<file path="src/rtl/load_store_unit_if.sv">
// Request/response and data-memory signals between the MEM stage, the
// load/store unit and the word-organised data memory.
interface load_store_unit_if #(
  parameter int address_bits = 12,
  parameter int data_width   = 32
);
  logic                    req_valid;
  logic                    req_write;
  logic [2:0]              req_funct3;
  logic [address_bits-1:0] req_addr;
  logic [data_width-1:0]   req_wdata;
  logic                    stall;
  logic                    done;
  logic [data_width-1:0]   rdata;
  logic                    fault;
  logic                    mem_write;
  logic [address_bits-1:0] mem_address;
  logic [data_width-1:0]   mem_write_data;
  logic [data_width-1:0]   mem_read_data;

  modport master (
    input  req_valid, req_write, req_funct3, req_addr, req_wdata, mem_read_data,
    output stall, done, rdata, fault, mem_write, mem_address, mem_write_data
  );

  modport slave (
    output req_valid, req_write, req_funct3, req_addr, req_wdata, mem_read_data,
    input  stall, done, rdata, fault, mem_write, mem_address, mem_write_data
  );
endinterface

</file>
<file path="src/rtl/load_store_unit.sv">
// MEM-stage load/store unit: byte/half/word loads with extension, word stores
// direct, sub-word stores as read-modify-write against a synchronous-read memory.
module load_store_unit #(
  parameter int address_bits = 12,
  parameter int data_width   = 32
) (
  input logic               clk,
  input logic               rst_n,
  load_store_unit_if.master bus
);

  typedef enum logic [1:0] {IDLE, LOAD_WAIT, RMW_MERGE} state_t;

  state_t     state;
  logic [1:0] offset;
  logic [2:0] f3;
  logic       legal_load, legal_store, misaligned, bad_req, is_sw;

  function automatic logic [data_width-1:0] format_load(
    input logic [data_width-1:0] word,
    input logic [1:0]            off,
    input logic [2:0]            funct3
  );
    logic signed [7:0]  lane_b;
    logic signed [15:0] lane_h;
    lane_b = word[8*off +: 8];
    lane_h = off[1] ? word[31:16] : word[15:0];
    case (funct3)
      3'b000:  format_load = data_width'(lane_b);
      3'b001:  format_load = data_width'(lane_h);
      3'b100:  format_load = data_width'($unsigned(lane_b));
      3'b101:  format_load = data_width'($unsigned(lane_h));
      default: format_load = word;
    endcase
  endfunction

  function automatic logic [data_width-1:0] merge_store(
    input logic [data_width-1:0] word,
    input logic [1:0]            off,
    input logic [2:0]            funct3,
    input logic [data_width-1:0] wdata
  );
    logic [data_width-1:0] merged;
    merged = word;
    if (funct3[0] == 1'b0)
      merged[8*off +: 8] = wdata[7:0];
    else if (off[1])
      merged[31:16] = wdata[15:0];
    else
      merged[15:0] = wdata[15:0];
    merge_store = merged;
  endfunction

  always_comb begin
    f3          = bus.req_funct3;
    offset      = bus.req_addr[1:0];
    legal_load  = f3 inside {3'b000, 3'b001, 3'b010, 3'b100, 3'b101};
    legal_store = f3 inside {3'b000, 3'b001, 3'b010};
    misaligned  = ((f3[1:0] == 2'b01) && offset[0]) ||
                  ((f3[1:0] == 2'b10) && (offset != 2'b00));
    bad_req     = misaligned || (bus.req_write ? !legal_store : !legal_load);
    is_sw       = bus.req_write && (f3 == 3'b010);
  end

  // State register; only IDLE can start an access, every other state returns
  always_ff @(posedge clk or negedge rst_n) begin
    if (!rst_n) begin
      state <= IDLE;
    end else begin
      case (state)
        IDLE: begin
          if (bus.req_valid && !bad_req && !is_sw)
            state <= bus.req_write ? RMW_MERGE : LOAD_WAIT;
        end
        default: state <= IDLE;
      endcase
    end
  end

  assign bus.mem_address = bus.req_addr;

  // Outputs follow state and request; a dropped req_valid mid-access is a flush
  always_comb begin
    bus.mem_write      = 1'b0;
    bus.mem_write_data = '0;
    bus.done           = 1'b0;
    bus.fault          = 1'b0;
    bus.stall          = 1'b0;
    bus.rdata          = '0;
    case (state)
      IDLE: begin
        if (bus.req_valid) begin
          if (bad_req) begin
            bus.done  = 1'b1;
            bus.fault = 1'b1;
          end else if (is_sw) begin
            bus.mem_write      = 1'b1;
            bus.mem_write_data = bus.req_wdata;
            bus.done           = 1'b1;
          end else begin
            bus.stall = 1'b1;
          end
        end
      end
      LOAD_WAIT: begin
        if (bus.req_valid) begin
          bus.done  = 1'b1;
          bus.rdata = format_load(bus.mem_read_data, offset, f3);
        end
      end
      RMW_MERGE: begin
        if (bus.req_valid) begin
          bus.done           = 1'b1;
          bus.mem_write      = 1'b1;
          bus.mem_write_data = merge_store(bus.mem_read_data, offset, f3, bus.req_wdata);
        end
      end
      default: ;
    endcase
  end

endmodule

</file>
<file path="src/flat_wrapper.sv">
// flat-port wrapper written by rule: the top's interface ports become plain ports
module load_store_unit_flat 
#(
  parameter int address_bits = 12,
  parameter int data_width   = 32
)
  (clk, rst_n, bus_req_valid, bus_req_write, bus_req_funct3, bus_req_addr, bus_req_wdata, bus_mem_read_data, bus_stall, bus_done, bus_rdata, bus_fault, bus_mem_write, bus_mem_address, bus_mem_write_data);
  load_store_unit_if #(.address_bits(address_bits), .data_width(data_width)) bus_i ();
  input logic clk;
  input logic rst_n;
  input wire logic [$bits(bus_i.req_valid)-1:0] bus_req_valid;
  input wire logic [$bits(bus_i.req_write)-1:0] bus_req_write;
  input wire logic [$bits(bus_i.req_funct3)-1:0] bus_req_funct3;
  input wire logic [$bits(bus_i.req_addr)-1:0] bus_req_addr;
  input wire logic [$bits(bus_i.req_wdata)-1:0] bus_req_wdata;
  input wire logic [$bits(bus_i.mem_read_data)-1:0] bus_mem_read_data;
  output wire logic [$bits(bus_i.stall)-1:0] bus_stall;
  output wire logic [$bits(bus_i.done)-1:0] bus_done;
  output wire logic [$bits(bus_i.rdata)-1:0] bus_rdata;
  output wire logic [$bits(bus_i.fault)-1:0] bus_fault;
  output wire logic [$bits(bus_i.mem_write)-1:0] bus_mem_write;
  output wire logic [$bits(bus_i.mem_address)-1:0] bus_mem_address;
  output wire logic [$bits(bus_i.mem_write_data)-1:0] bus_mem_write_data;
  assign bus_i.req_valid = bus_req_valid;
  assign bus_i.req_write = bus_req_write;
  assign bus_i.req_funct3 = bus_req_funct3;
  assign bus_i.req_addr = bus_req_addr;
  assign bus_i.req_wdata = bus_req_wdata;
  assign bus_i.mem_read_data = bus_mem_read_data;
  assign bus_stall = bus_i.stall;
  assign bus_done = bus_i.done;
  assign bus_rdata = bus_i.rdata;
  assign bus_fault = bus_i.fault;
  assign bus_mem_write = bus_i.mem_write;
  assign bus_mem_address = bus_i.mem_address;
  assign bus_mem_write_data = bus_i.mem_write_data;
  load_store_unit #(.address_bits(address_bits), .data_width(data_width)) u_core (.clk(clk), .rst_n(rst_n), .bus(bus_i));
endmodule
</file>
<file path="config.mk">
export PLATFORM = sky130hd
export DESIGN_NAME = load_store_unit_flat
export DESIGN_NICKNAME = d
export VERILOG_FILES = /design/src/rtl/load_store_unit_if.sv /design/src/rtl/load_store_unit.sv /design/src/flat_wrapper.sv
export SDC_FILE = /design/constraint.sdc
export NUM_CORES = 1
export LEC_CHECK = 0
export CAP_MARGIN = 20
export CORE_MARGIN = 8
export CORE_UTILIZATION = 42
export CTS_CLUSTER_DIAMETER = 50
export DETAILED_ROUTE_END_ITERATION = 10
export PLACE_DENSITY = 0.9
export SETUP_SLACK_MARGIN = 0.4
export SLEW_MARGIN = 20
export SYNTH_ARGS = -nofsm -noshare
export SYNTH_HDL_FRONTEND = slang
export SYNTH_SLANG_ARGS = --single-unit
</file>
<file path="constraint.sdc">
create_clock -name clk -period 4.2 [get_ports clk]
set_clock_uncertainty 0.1 [all_clocks]
set_input_delay 0.84 -clock clk [delete_from_list [all_inputs] [get_ports clk]]
set_output_delay 0.84 -clock clk [all_outputs]
set_load 0.02 [all_outputs]
</file>
Yosys cells after proc, flatten, opt, wreduce, memory -nomap -nowiden
Cells that the tools add are included.

word-level totals
  register bits after elaboration = 2
  latch bits = 0
  RAM bits = 0
  bits in read-only memories = 0
  input port bits = 83
  output and inout port bits = 80
  word-level logic and storage cells = 63
  memories = 0

cells by class
  add/sub/neg operators = 1
  $mul = 0
  div/mod/pow operators = 0
  $lt $le $gt $ge = 0
  equality and inequality tests = 9
  shift operators = 3
  muxes and demuxes = 32
  bitwise logic cells = 0
  reduce and logical (&&, ||, !) cells = 17

operators with widths
  kind                                                    number
  2-to-1 mux 32 bit                                       7
  case mux 32 bit (4 select lines)                        1
  case mux 32 bit (2 select lines)                        1
  2-to-1 mux 16 bit                                       3
  negation 5 -> 34 bit                                    1
  variable shift 8 x 34 -> 32 bit (first input constant)  1
  variable part select 8 x 34 -> 32 bit                   1
  bitwise mux 32 bit                                      1
  variable part select 32 x 6 -> 8 bit                    1
  2-to-1 mux 1 bit                                        14
  equality test 3 bit (second input constant)             2
  2-to-1 mux 2 bit                                        3
  logical AND 1 bit                                       5
  nonzero test 5 bit                                      1
  equality test 2 x 1 -> 1 bit (second input constant)    2
  equality test 2 bit (second input constant)             2
  zero test 1 bit                                         4
  case mux 1 bit (2 select lines)                         2
  equality test 3 x 1 -> 1 bit (second input constant)    1
  equality test 3 x 2 -> 1 bit (second input constant)    1
  zero test 3 bit                                         1
  nonzero test 3 bit                                      1
  zero test 2 bit                                         1
  logical OR 1 bit                                        2
  other kinds (3)                                         3

Logic depth before layout (Yosys ltp)
Gate-level depths: netlist of run 1.

  depth in word-level cells = 10
  gate-level depth with buffers = 9
  mapped depth without buffers = 5

Worst setup path after synthesis of run 1
Ideal clock, no wire load.

  path kind = in2out
  start point = input bus_req_addr[1]
  end point = output bus_mem_write_data[1]
  data arrival time = 2.575 ns
  required time = 3.260 ns
  path slack = 0.685 ns
  stages = 7
  buffers on the path = 2
  cell sequence = buf_6 > buf_4 > inv_1 > ha_1 > or3b_4 > a2111oi_0 > a221o_1

on the way
  word-level cells in the longest chain between the ends = 7
  elaborated cells between the ends (all ways) = 14
  those cells by class = add/sub: 1; shift: 2; mux: 7; reduce/logical: 4

RTL lines
  what                                                          RTL line               RTL
  start: declaration                                            flat_wrapper.sv:14     input wire logic [$bits(bus_i.req_addr)-1:0] bus_req_addr;
  branches (longest 6 deep; another with negation 5 -> 34 bit)  --
  case mux 32 bit (2 select lines) *                            load_store_unit.sv:90  case (state)
  end: declaration                                              flat_wrapper.sv:23     output wire logic [$bits(bus_i.mem_write_data)-1:0] bus_mem_write_data;

Mark *: on every way between the ends.

Final worst setup path of run 1
  start point = input bus_mem_read_data[7]
  end point = output bus_rdata[13]

on the way
  word-level cells in the longest chain between the ends = 4

RTL lines
  what                                  RTL line                RTL
  start: declaration                    flat_wrapper.sv:16      input wire logic [$bits(bus_i.mem_read_data)-1:0] bus_mem_read_data;
  variable part select 32 x 6 -> 8 bit  load_store_unit.sv:26   lane_b = word[8*off +: 8];
  case mux 32 bit (4 select lines)      load_store_unit.sv:28   case (funct3)
  2-to-1 mux 32 bit                     load_store_unit.sv:106  if (bus.req_valid) begin
  2-to-1 mux 32 bit                     load_store_unit.sv:90
  end: declaration                      flat_wrapper.sv:19      output wire logic [$bits(bus_i.rdata)-1:0] bus_rdata;

Every way passes these cells.

==> key figures, run 1 <==
Setup path
  • Worst Path Max Fanout: 7
  • Critical-path top delay cell: clkdlybuf4s50_1
  • CP arrival: 2830 ps
  • Critical path's largest stage delay: 540 ps
  • RR Startpoint: u_core.state[0]
  • Worst R2R Setup Slack: 2950 ps
  • Worst setup EP type: output port
  • Worst R2R Path Depth: 4
  • Reg2reg end: u_core.state[1]
  • Worst path bufs/invs: 2
  • Worst Path Class, Setup: in2out
  • Cell family with most CP delay: buffers and inverters
  • Most frequent cell on the critical path: clkdlybuf4s50_1
  • Req. time, crit path: 3260 ps
  • CP Cell Sequence: clkdlybuf4s50_1, mux2_2, a22o_2, o221a_2, clkdlybuf4s50_1
  • CP startpoint kind: input pin

Outcome
  • Outcome: finished clean

Floorplanning
  • Core area: 6200 sq um
  • Width of the die: 95.1 um
  • # rows: 29
  • IO Pins: 163
  • Starting density of the core: roughly 42%
  • Die height: about 95 um
  • Full die area: between 9000 and 10000 sq um

Synthesis
  • Yosys Warn Count: 0
  • Most area-consuming cells after synthesis: mux2i_1 (15%), a221o_1 (11%), a22o_1 (7.7%)
  • Top-count cell post-synth: mux2i_1
  • Post-synth top cells: mux2i_1 (39), o21ai_0 (34), a21oi_1 (32), nand2_1 (29), a221o_1 (28)
  • Syn_nets: 455
  • Average size of a mapped cell: roughly 7.2 sq um
  • Post-synth EDFFs: 0
  • Yosys top cell by area: mux2i_1
  • Top_reg_cell synth: dfrtp_1
  • Syn Inst Count: around 360
  • #FFs+latches synth: 2
  • Top cell type's share of synthesized area: 14.9%
  • Post-synth cell types: 47
  • Asr flop ratio synth: 100%
  • Post-Syn Area: 2630 sq um
  • Seq/Total Area, Yosys: 1.91%

Global route
  • Vias in the first global route: 3554
  • First-pass GRT wire length: 18100 um
  • Largest net degree at the start of global routing: 39
  • Congestion Overflow GR: 0
  • Total track usage: ~25%
  • Initial antenna violation count: 0

STA
  • Setup violators final: 0
  • Final worst path period share: 89.9%
  • Normalized max-slew margin: between 60 and 70%
  • Final hold vios: 0
  • Final Max Slew Viols: 0
  • Max Freq: 265 MHz
  • Final min period: approximately 3800 ps
  • Measured slew at the worst slew-check pin: ~540 ps
  • Hold Worst Slack: 594 ps
  • RSZ-0062 raised after global routing: yes

Drt
  • Vias per cell: 6.45
  • Met3 layer wire length in the routed design: 1220 um
  • Via count: 3664
  • Avg WL per Cell: 21.6 um
  • TritonRoute pass-1 iters: 5
  • Metal-1 WL: 4620 um
  • ANT nets after route: 0
  • DR DRC count: 0
  • Routed Wire Length: approximately 12000 um
  • Uppermost routed layer: met4
  • Metal2 WL: around 5900 um
  • Initial DRC count: roughly 350

Placed design
  • Placed cells: around 560
  • Port bufs: 142
  • RePlAce Congestion: 0.932
  • Placement Cell Area: 4040 sq um
  • Hpwl dp: 9360 um

Finish
  • Area of the multi-input gates: 2270 sq um
  • Max reg flops: 2
  • Cell area after layout: roughly 4200 sq um
  • Reg area: 50.0 sq um
  • Share of cells above drive strength 1: 20.2%
  • Top reg by flops: u_core.state
  • Regs by FF count: u_core.state: 2 flops
  • Final std cells w/o fill: 568
  • Layout Nets: 585
  • Filler cell count: 528
  • Layout area overhead: 59.0%
  • Number of antenna diodes: 0

Flow run
  • Max-Cap Viols: 0

Pwr
  • P_leak: 1.92 nW
  • Switching share of power: 49.7%
  • Comb pwr share: 84.3%
  • Seq pwr share: 4.7%
  • Post-route total power: 0.697 mW
  • Peak VDD IR: 0.174 mV
  • PwrDens: 167 nW/um^2
  • Internal Power: between 0.3 and 0.4 mW
  • Clock Power Share: between 10% and 20%
  • Psw: 0.346 mW

Worst hold path
  • Hold worst-path end: u_core.state[1]
  • Hold path depth: 2
  • Min-delay src: u_core.state[1]
  • Hold Path Class: reg2reg

Clock network
  • Clk root buf: clkbuf_8
  • Cts bufs inserted: 3
  • CTS tree: done
  • Reg clk slew, reported paths: roughly 30 ps
  • TritonCTS Sinks: 2
  • Worst-Skew Late Latency: 210 ps
  • Clock tree buffer depth: 2
  • Htree depth: 1
[power by group through the flow]
stage          Sequential, mW  Combinational [mW]  Clock (mW)
2_1_floorplan          0.0303               0.326           0
3_3_place_gp           0.0317               0.574           0
3_5_place_dp           0.0322               0.587           0
4_1_cts                0.0320               0.574      0.0791
5_1_grt                0.0327               0.624      0.0824
6_report               0.0324               0.587      0.0770
[metal layers]
metal  GRT usage, %  vias up
met3           4.65       40
met2           43.6      229
met5              0        -
met4           11.1        0
met1           28.0     1728
li1               -     1667
[worst min-delay path: cells and delay by family (launching register included)]
kind               cells  cell delay (ps)
DFF                    1              410
and+or+nand+nor        1               70
AOI/OAI and AO/OA      1              160
[cells by family (layout without fill, tap and decap cells)]
family / Yosys count / after routing / synth area share [%]
simple gates: 77 / 77 / 16.9
compound gates: 158 / 158 / 44.7
buf+inv: 74 / 202 / 15.2
mux: 43 / 43 / 17.0
flops: 2 / 2 / 1.91
fa+ha+maj: 9 / 9 / 4.29
[layout make-up]
cell class                      count  area share (%)
Inverter                           24            2.16
Sequential cell                     2            1.20
Multi-Input combinational cell    287            54.3
Tap cell                           77            2.31
Clock buffer                        3           0.989
Timing Repair Buffer              175            39.1
[cell usage in the layout, fill, tap and decap left out, drive strengths merged, types with 2 or more instances in the layout]
| cell type | synthesis | layout |
|---|---|---|
| clkdlybuf4s15 | 0 | 11 |
| mux2 | 3 | 3 |
| nand3 | 2 | 2 |
| nor4bb | 2 | 2 |
| a31oi | 2 | 2 |
| or3b | 2 | 2 |
| dlygate4sd2 | 0 | 26 |
| a2111oi | 8 | 8 |
| nor3b | 4 | 4 |
| a221oi | 5 | 5 |
| ha | 9 | 9 |
| a211oi | 8 | 8 |
| nor3 | 4 | 4 |
| dlymetal6s2s | 0 | 4 |
| buf | 36 | 52 |
| a21oi | 32 | 32 |
| nor2 | 3 | 3 |
| a22o | 23 | 23 |
| a221o | 30 | 30 |
| o211ai | 2 | 2 |
| dfrtp | 2 | 2 |
| and3b | 5 | 5 |
| nand2 | 29 | 29 |
| nor2b | 2 | 2 |
| clkdlybuf4s50 | 0 | 81 |
| mux2i | 40 | 40 |
| clkbuf | 14 | 4 |
| nand2b | 12 | 12 |
| o31a | 2 | 2 |
| inv | 24 | 24 |
| o21ai | 34 | 34 |
| or4b | 2 | 2 |
| o221a | 7 | 7 |
| and2 | 4 | 4 |
[worst max path at each step]
stage                         startpoint               endpoint  slack, ps  depth (start not counted)
finish              bus_mem_read_data[7]          bus_rdata[13]        430                          5
floorplan                bus_req_addr[1]  bus_mem_write_data[1]        690                          7
global route        bus_mem_read_data[7]          bus_rdata[13]        380                          5
global placement         bus_req_addr[0]  bus_mem_write_data[5]        -30                          7
detailed placement       bus_req_addr[0]  bus_mem_write_data[7]        -80                          7
CTS                      bus_req_addr[0]  bus_mem_write_data[7]        250                          7
[repair_timing]
item	in CTS	in global routing
resized for setup	151	15
buffers inserted	5	1
pin swaps	4	2
setup endpoints to repair	67	46
hold endpoints to repair	0	0
hold buffers	0	0
[metrics by stage]
stage | TNS (ps) | setup WS [ps] | utilization [%]
final | 0 | 426 | 67.3
after global routing | 0 | 376 | 67.3
after CTS | 0 | 246 | 66.3
after detailed placement | -357 | -81.4 | 65.1
after global placement | -57.7 | -27.2 | 65.1
after floorplan | 0 | 685 | -
Power figures use the tool's default switching activity.
==> run 2: changes to the inputs <==
Settings changed: CORE_UTILIZATION 42 to 35, PLACE_DENSITY 0.9 to 0.77.
==> key figures, run 2 (synthesized netlist as in run 1, its figures left out) <==
Finish
  • Number of antenna diodes: 0 (unchanged)
  • Most frequent cells in the layout: clkdlybuf4s50_1 (72), mux2i_1 (39), dlygate4sd2_1 (35), o21ai_0 (33), buf_4 (33)
  • Cell area after layout: 4190 sq um (+0.42%)
  • Most common cell after layout, fill and taps aside: clkdlybuf4s50_1
  • Regs by FF count: u_core.state: 2 flops
  • Top reg by flops: u_core.state
  • Layout Nets: 590 (+0.85%)
  • Post-layout util: 57.8% (-9.5 points)
  • Max reg flops: 2 (unchanged)
  • Share of cells above drive strength 1: 20.4% (+0.20 points)
  • Layout area overhead: 59.7%

Floorplanning
  • # rows: 31 (+6.9%)
  • IO Pins: 163 (unchanged)
  • Die height: 103 um (+7.9%)
  • Full die area: 10500 sq um (+17%)
  • Core area: 7250 sq um (+17%)
  • Starting density of the core: 36.2% (-6.1 points)
  • Width of the die: 103 um (+7.9%)

Clock network
  • Clk root buf: clkbuf_8
  • Htree depth: 1 (unchanged)
  • TritonCTS Sinks: 2 (unchanged)
  • Reg clk slew, reported paths: 30 ps (about the same)
  • Cts bufs inserted: 3 (unchanged)
  • Hold_buf cts: 0 (unchanged)
  • Clock tree buffer depth: 2 (unchanged)
  • Worst-Skew Late Latency: 210 ps (about the same)
  • CTS tree: done

Flow run
  • Max-Cap Viols: 0 (unchanged)

Setup path
  • Worst R2R Setup Slack: 2950 ps (about the same)
  • Worst setup EP type: output port
  • Worst Path Max Fanout: 16 (+9)
  • Worst Path Class, Setup: in2out
  • CP startpoint kind: input pin
  • CP arrival: 2770 ps (-60 ps)
  • RR Startpoint: u_core.state[0]
  • Reg2reg end: u_core.state[1]
  • Req. time, crit path: 3260 ps (about the same)
  • Worst R2R Path Depth: 4 (unchanged)

Drt
  • Routed Wire Length: 12600 um (+3.3%)
  • Avg WL per Cell: 21.3 um (-1.4%)
  • ANT nets after route: 0 (unchanged)
  • TritonRoute pass-1 iters: 7 (+2)
  • Via count: 3641 (-0.63%)
  • Initial DRC count: 282 (-18%)
  • Vias per cell: 6.12 (-5.1%)
  • DR DRC count: 0 (unchanged)

Pwr
  • P_leak: 1.99 nW (+3.6%)
  • PwrDens: 163 nW/um^2 (-2.4%)
  • Post-route total power: 0.683 mW (-2.0%)
  • Peak VDD IR: 0.187 mV (+7.2%)

Placed design
  • Placement Cell Area: 4090 sq um (+1.2%)
  • RePlAce Congestion: 0.891 (-4.4%)
  • Hpwl dp: 9720 um (+3.8%)
  • Port bufs: 142 (unchanged)

STA
  • Setup violators final: 0 (unchanged)
  • Measured slew at the worst slew-check pin: 557 ps (+14.9 ps)
  • Final hold vios: 0 (unchanged)
  • Max Freq: 269 MHz (+1.6%)
  • Final min period: 3710 ps (-60.2 ps)
  • RSZ-0062 raised after global routing: no
  • Normalized max-slew margin: 62.8% (-1.0 points)
  • Final Max Slew Viols: 0 (unchanged)
  • Final worst path period share: 88.4% (-1.4 points)

Worst hold path
  • Hold Path Class: reg2reg
  • Min-delay src: u_core.state[1]
  • Hold path depth: 2 (unchanged)
  • Hold worst-path end: u_core.state[1]

Global route
  • Total track usage: 22.5% (-2.1 points)
  • Initial antenna violation count: 0 (unchanged)
  • Congestion Overflow GR: 0 (unchanged)
  • First-pass GRT wire length: 19200 um (+5.7%)
  • Largest net degree at the start of global routing: 47 (+21%)
  • Vias in the first global route: 3708 (+4.3%)

Outcome
  • Outcome: finished clean
==> run 2: changes by cell type in the layout (fill, tap and decap cells not counted), moves of 2 or more <==
| cell | delta |
|---|---|
| buf_4 | +3 |
| clkdlybuf4s15_2 | -2 |
| clkinvlp_4 | +2 |
| clkdlybuf4s50_1 | -9 |
| buf_12 | -2 |
| a2111oi_1 | +2 |
| dlygate4sd2_1 | +9 |
| a2111oi_2 | -3 |
| buf_2 | +4 |
| inv_1 | -2 |
==> run 2: how the worst max path moves through the flow <==
stage,end,startpoint
6_report,bus_rdata[15],bus_req_funct3[1]
3_3_place_gp,bus_mem_write_data[2],bus_req_addr[0]
2_1_floorplan,bus_mem_write_data[1],bus_req_addr[1]
3_5_place_dp,bus_mem_write_data[6],bus_req_addr[0]
4_1_cts,bus_mem_write_data[6],bus_req_addr[0]
5_1_grt,bus_rdata[15],bus_req_funct3[1]
==> run 2: per-layer routing <==
| metal | vias up | wire length, um | track usage [%] |
|---|---|---|---|
| met2 | 182 | 6060 | 39.2 |
| met4 | 0 | 365 | 8.35 |
| met1 | 1743 | 5050 | 26.5 |
| li1 | 1679 | - | - |
| met3 | 37 | 1170 | 4.52 |
| met5 | - | 0 | 0 |
==> run 2: repair_timing <==
| item | CTS | global route |
|---|---|---|
| pin swaps | 0 | 2 |
| resized for setup | 153 | 19 |
| buffers inserted | 3 | 7 |
| cloned | 0 | 0 |
| setup endpoints to repair | 67 | 36 |
| endpoints found under the hold margin | 0 | 0 |
==> run 2: layout make-up <==
cell class	count	area (sq um)
flip-flops and latches	2	50.0
well taps	99	124
clock buffers	3	41.3
fillers	706	3060
multi-input cells	287	2250
inverters	24	97.6
repair buffers	180	1630
==> run 2: per-stage QoR <==
| stage | setup WS (ps) | setup TNS, ps | hold WS [ps] | instances |
|---|---|---|---|---|
| finish | 486 | 0 | 562 | 595 |
| global route | 413 | 0 | 632 | 595 |
| CTS | 182 | 0 | 575 | 588 |
| detailed placement | -103 | -417 | 574 | 582 |
| global placement | -6.10 | -12.4 | 547 | 582 |
| floorplan | 685 | 0 | 444 | 363 |
==> run 2: where the power goes <==
group / total, mW / switching, mW / internal (mW)
logic: 0.574 / 0.319 / 0.255
clock network: 0.0765 / 0.0158 / 0.0607
registers: 0.0318 / 0.00668 / 0.0251
total: 0.683 / 0.342 / 0.341
==> run 2: critical path, cell delays in order <==
cell,delay (ps)
clkdlybuf4s50_1,520
buf_4,200
clkinvlp_4,260
a31oi_1,290
clkdlybuf4s50_1,660
==> run 3: changes to the inputs <==
Settings changed: CORE_UTILIZATION 35 to 42, PLACE_DENSITY 0.77 to 0.95.
==> key figures, run 3 (synthesized netlist as in run 1, its figures left out) <==
Outcome
  • Outcome: finished clean

Finish
  • Layout area overhead: 58.5%
  • Number of antenna diodes: 0 (unchanged)
  • Max reg flops: 2 (unchanged)
  • Layout Nets: 582 (-1.4%)
  • Most common cell after layout, fill and taps aside: clkdlybuf4s50_1
  • Cell area after layout: 4160 sq um (-0.78%)
  • Top reg by flops: u_core.state
  • Most frequent cells in the layout: clkdlybuf4s50_1 (89), mux2i_1 (39), o21ai_0 (34), a21oi_1 (32), nand2_1 (29)
  • Regs by FF count: u_core.state: 2 flops
  • Filler cell count: 542 (-23%)
  • Share of cells above drive strength 1: 18.9% (-1.5 points)

Setup path
  • Critical-path top delay cell: clkdlybuf4s50_1
  • Worst R2R Path Depth: 4 (unchanged)
  • Req. time, crit path: 3260 ps (about the same)
  • Worst Path Class, Setup: in2out
  • CP Cell Sequence: clkdlybuf4s50_1, mux2_2, a22o_2, o221a_2, clkdlybuf4s50_1
  • CP startpoint kind: input pin
  • Most frequent cell on the critical path: clkdlybuf4s50_1
  • Worst Path Max Fanout: 7 (-9)
  • Critical path's largest stage delay: 530 ps (-130 ps)
  • CP arrival: 2820 ps (+50 ps)
  • Worst setup EP type: output port
  • Worst R2R Setup Slack: 2980 ps (+30 ps)

Clock network
  • Hold_buf cts: 0 (unchanged)
  • Clock tree buffer depth: 2 (unchanged)
  • Clk root buf: clkbuf_8
  • Cts bufs inserted: 3 (unchanged)
  • TritonCTS Sinks: 2 (unchanged)
  • Htree depth: 1 (unchanged)
  • Worst-Skew Late Latency: 210 ps (about the same)
  • Reg clk slew, reported paths: 30 ps (about the same)
  • CTS tree: done

Floorplanning
  • Width of the die: 95.1 um (-7.4%)
  • Full die area: 9040 sq um (-14%)
  • Core area: 6200 sq um (-14%)
  • Die height: 95.1 um (-7.4%)
  • IO Pins: 163 (unchanged)
  • Starting density of the core: 42.3% (+6.1 points)
  • # rows: 29 (-6.5%)

STA
  • RSZ-0062 raised after global routing: yes
  • Final worst path period share: 89.5% (+1.1 points)
  • Max Freq: 266 MHz (-1.3%)
  • Measured slew at the worst slew-check pin: 554 ps (-3.14 ps)
  • Final min period: 3760 ps (+47.0 ps)
  • Normalized max-slew margin: 63.0% (+0.26 points)
  • Setup violators final: 0 (unchanged)
  • Hold Worst Slack: 565 ps (+2.88 ps)
  • Final hold vios: 0 (unchanged)
  • Final Max Slew Viols: 0 (unchanged)

Drt
  • TritonRoute pass-1 iters: 6 (-1)
  • Routed Wire Length: 12400 um (-1.7%)
  • Avg WL per Cell: 22.0 um (+3.6%)
  • Via count: 3683 (+1.2%)
  • Initial DRC count: 333 (+18%)
  • ANT nets after route: 0 (unchanged)
  • DR DRC count: 0 (unchanged)
  • Vias per cell: 6.52 (+6.5%)

Placed design
  • RePlAce Congestion: 0.896 (+0.52%)
  • Port bufs: 142 (unchanged)
  • Hpwl dp: 9130 um (-6.0%)
  • Placement Cell Area: 3990 sq um (-2.3%)

Worst hold path
  • Hold Path Class: reg2reg
  • Hold path depth: 2 (unchanged)

Flow run
  • Max-Cap Viols: 0 (unchanged)

Global route
  • Vias in the first global route: 3594 (-3.1%)
  • Largest net degree at the start of global routing: 46 (-2.1%)
  • Total track usage: 25.7% (+3.2 points)
  • First-pass GRT wire length: 18800 um (-2.0%)
  • Initial antenna violation count: 0 (unchanged)
  • Congestion Overflow GR: 0 (unchanged)

Pwr
  • Peak VDD IR: 0.200 mV (+7.0%)
  • P_leak: 1.93 nW (-3.2%)
  • PwrDens: 167 nW/um^2 (+2.9%)
## run 3: cell count changes in the layout (fill, tap and decap cells not counted), moves of 2 or more
| cell | change |
|---|---|
| clkdlybuf4s50_1 | +17 |
| dlygate4sd2_1 | -20 |
| clkdlybuf4s15_1 | +2 |
| and2_0 | +2 |
| buf_4 | -6 |
| ha_1 | +2 |
| clkdlybuf4s15_2 | -3 |
| dlymetal6s2s_1 | +3 |
| a2111oi_1 | -2 |
## run 3: power breakdown
group | switching (mW) | internal [mW]
combinational | 0.324 | 0.265
clock | 0.0152 | 0.0606
sequential | 0.00656 | 0.0251
## run 3: area by class of cell
| type | instances | area, sq um | share of cell area [%] |
|---|---|---|---|
| well taps | 77 | 96.3 | 2.32 |
| flip-flops and latches | 2 | 50.0 | 1.20 |
| repair buffers | 172 | 1610 | 38.6 |
| multi-input cells | 287 | 2270 | 54.6 |
| inverters | 24 | 93.8 | 2.25 |
| clock buffers | 3 | 41.3 | 0.992 |
## run 3: worst max-delay path: cells and delay by family
family	cells	cell delay (ps)
buf+inv	2	1020
mux	1	360
compound gates	2	590
## run 3: per-stage QoR
step	utilization [%]	power, mW	setup WS (ps)	cells	setup TNS (ps)
after global placement	64.3	0.599	-16.2	551	-29.9
after floorplan	-	0.356	685	363	0
final	67.1	0.697	439	565	0
after detailed placement	64.3	0.613	-61.1	551	-299
after global routing	67.1	0.741	343	565	0
after CTS	65.8	0.686	227	562	0
## run 3: repair_timing
item / in CTS / in global routing
buffers inserted: 8 / 3
pin swaps: 1 / 2
gates resized for setup: 134 / 20
endpoints found under the setup margin: 65 / 53
## run 3: final timing paths
| path | startpoint | to |
|---|---|---|
| hold / removal | u_core.state[1] | u_core.state[1] |
| max in group asynchronous | rst_n | u_core.state[1] |
| setup reg to reg | u_core.state[0] | u_core.state[1] |
| hold reg to reg | u_core.state[1] | u_core.state[1] |
| setup / recovery | bus_mem_read_data[7] | bus_rdata[8] |
| min in group asynchronous | rst_n | u_core.state[0] |
## run 3: layer usage
layer	vias to the layer above	wire length, um	global-route usage (%)
li1	1663	-	-
met1	1761	4710	30.8
met2	235	6190	43.3
met3	24	1290	5.51
met4	0	248	11.2
met5	-	0	0
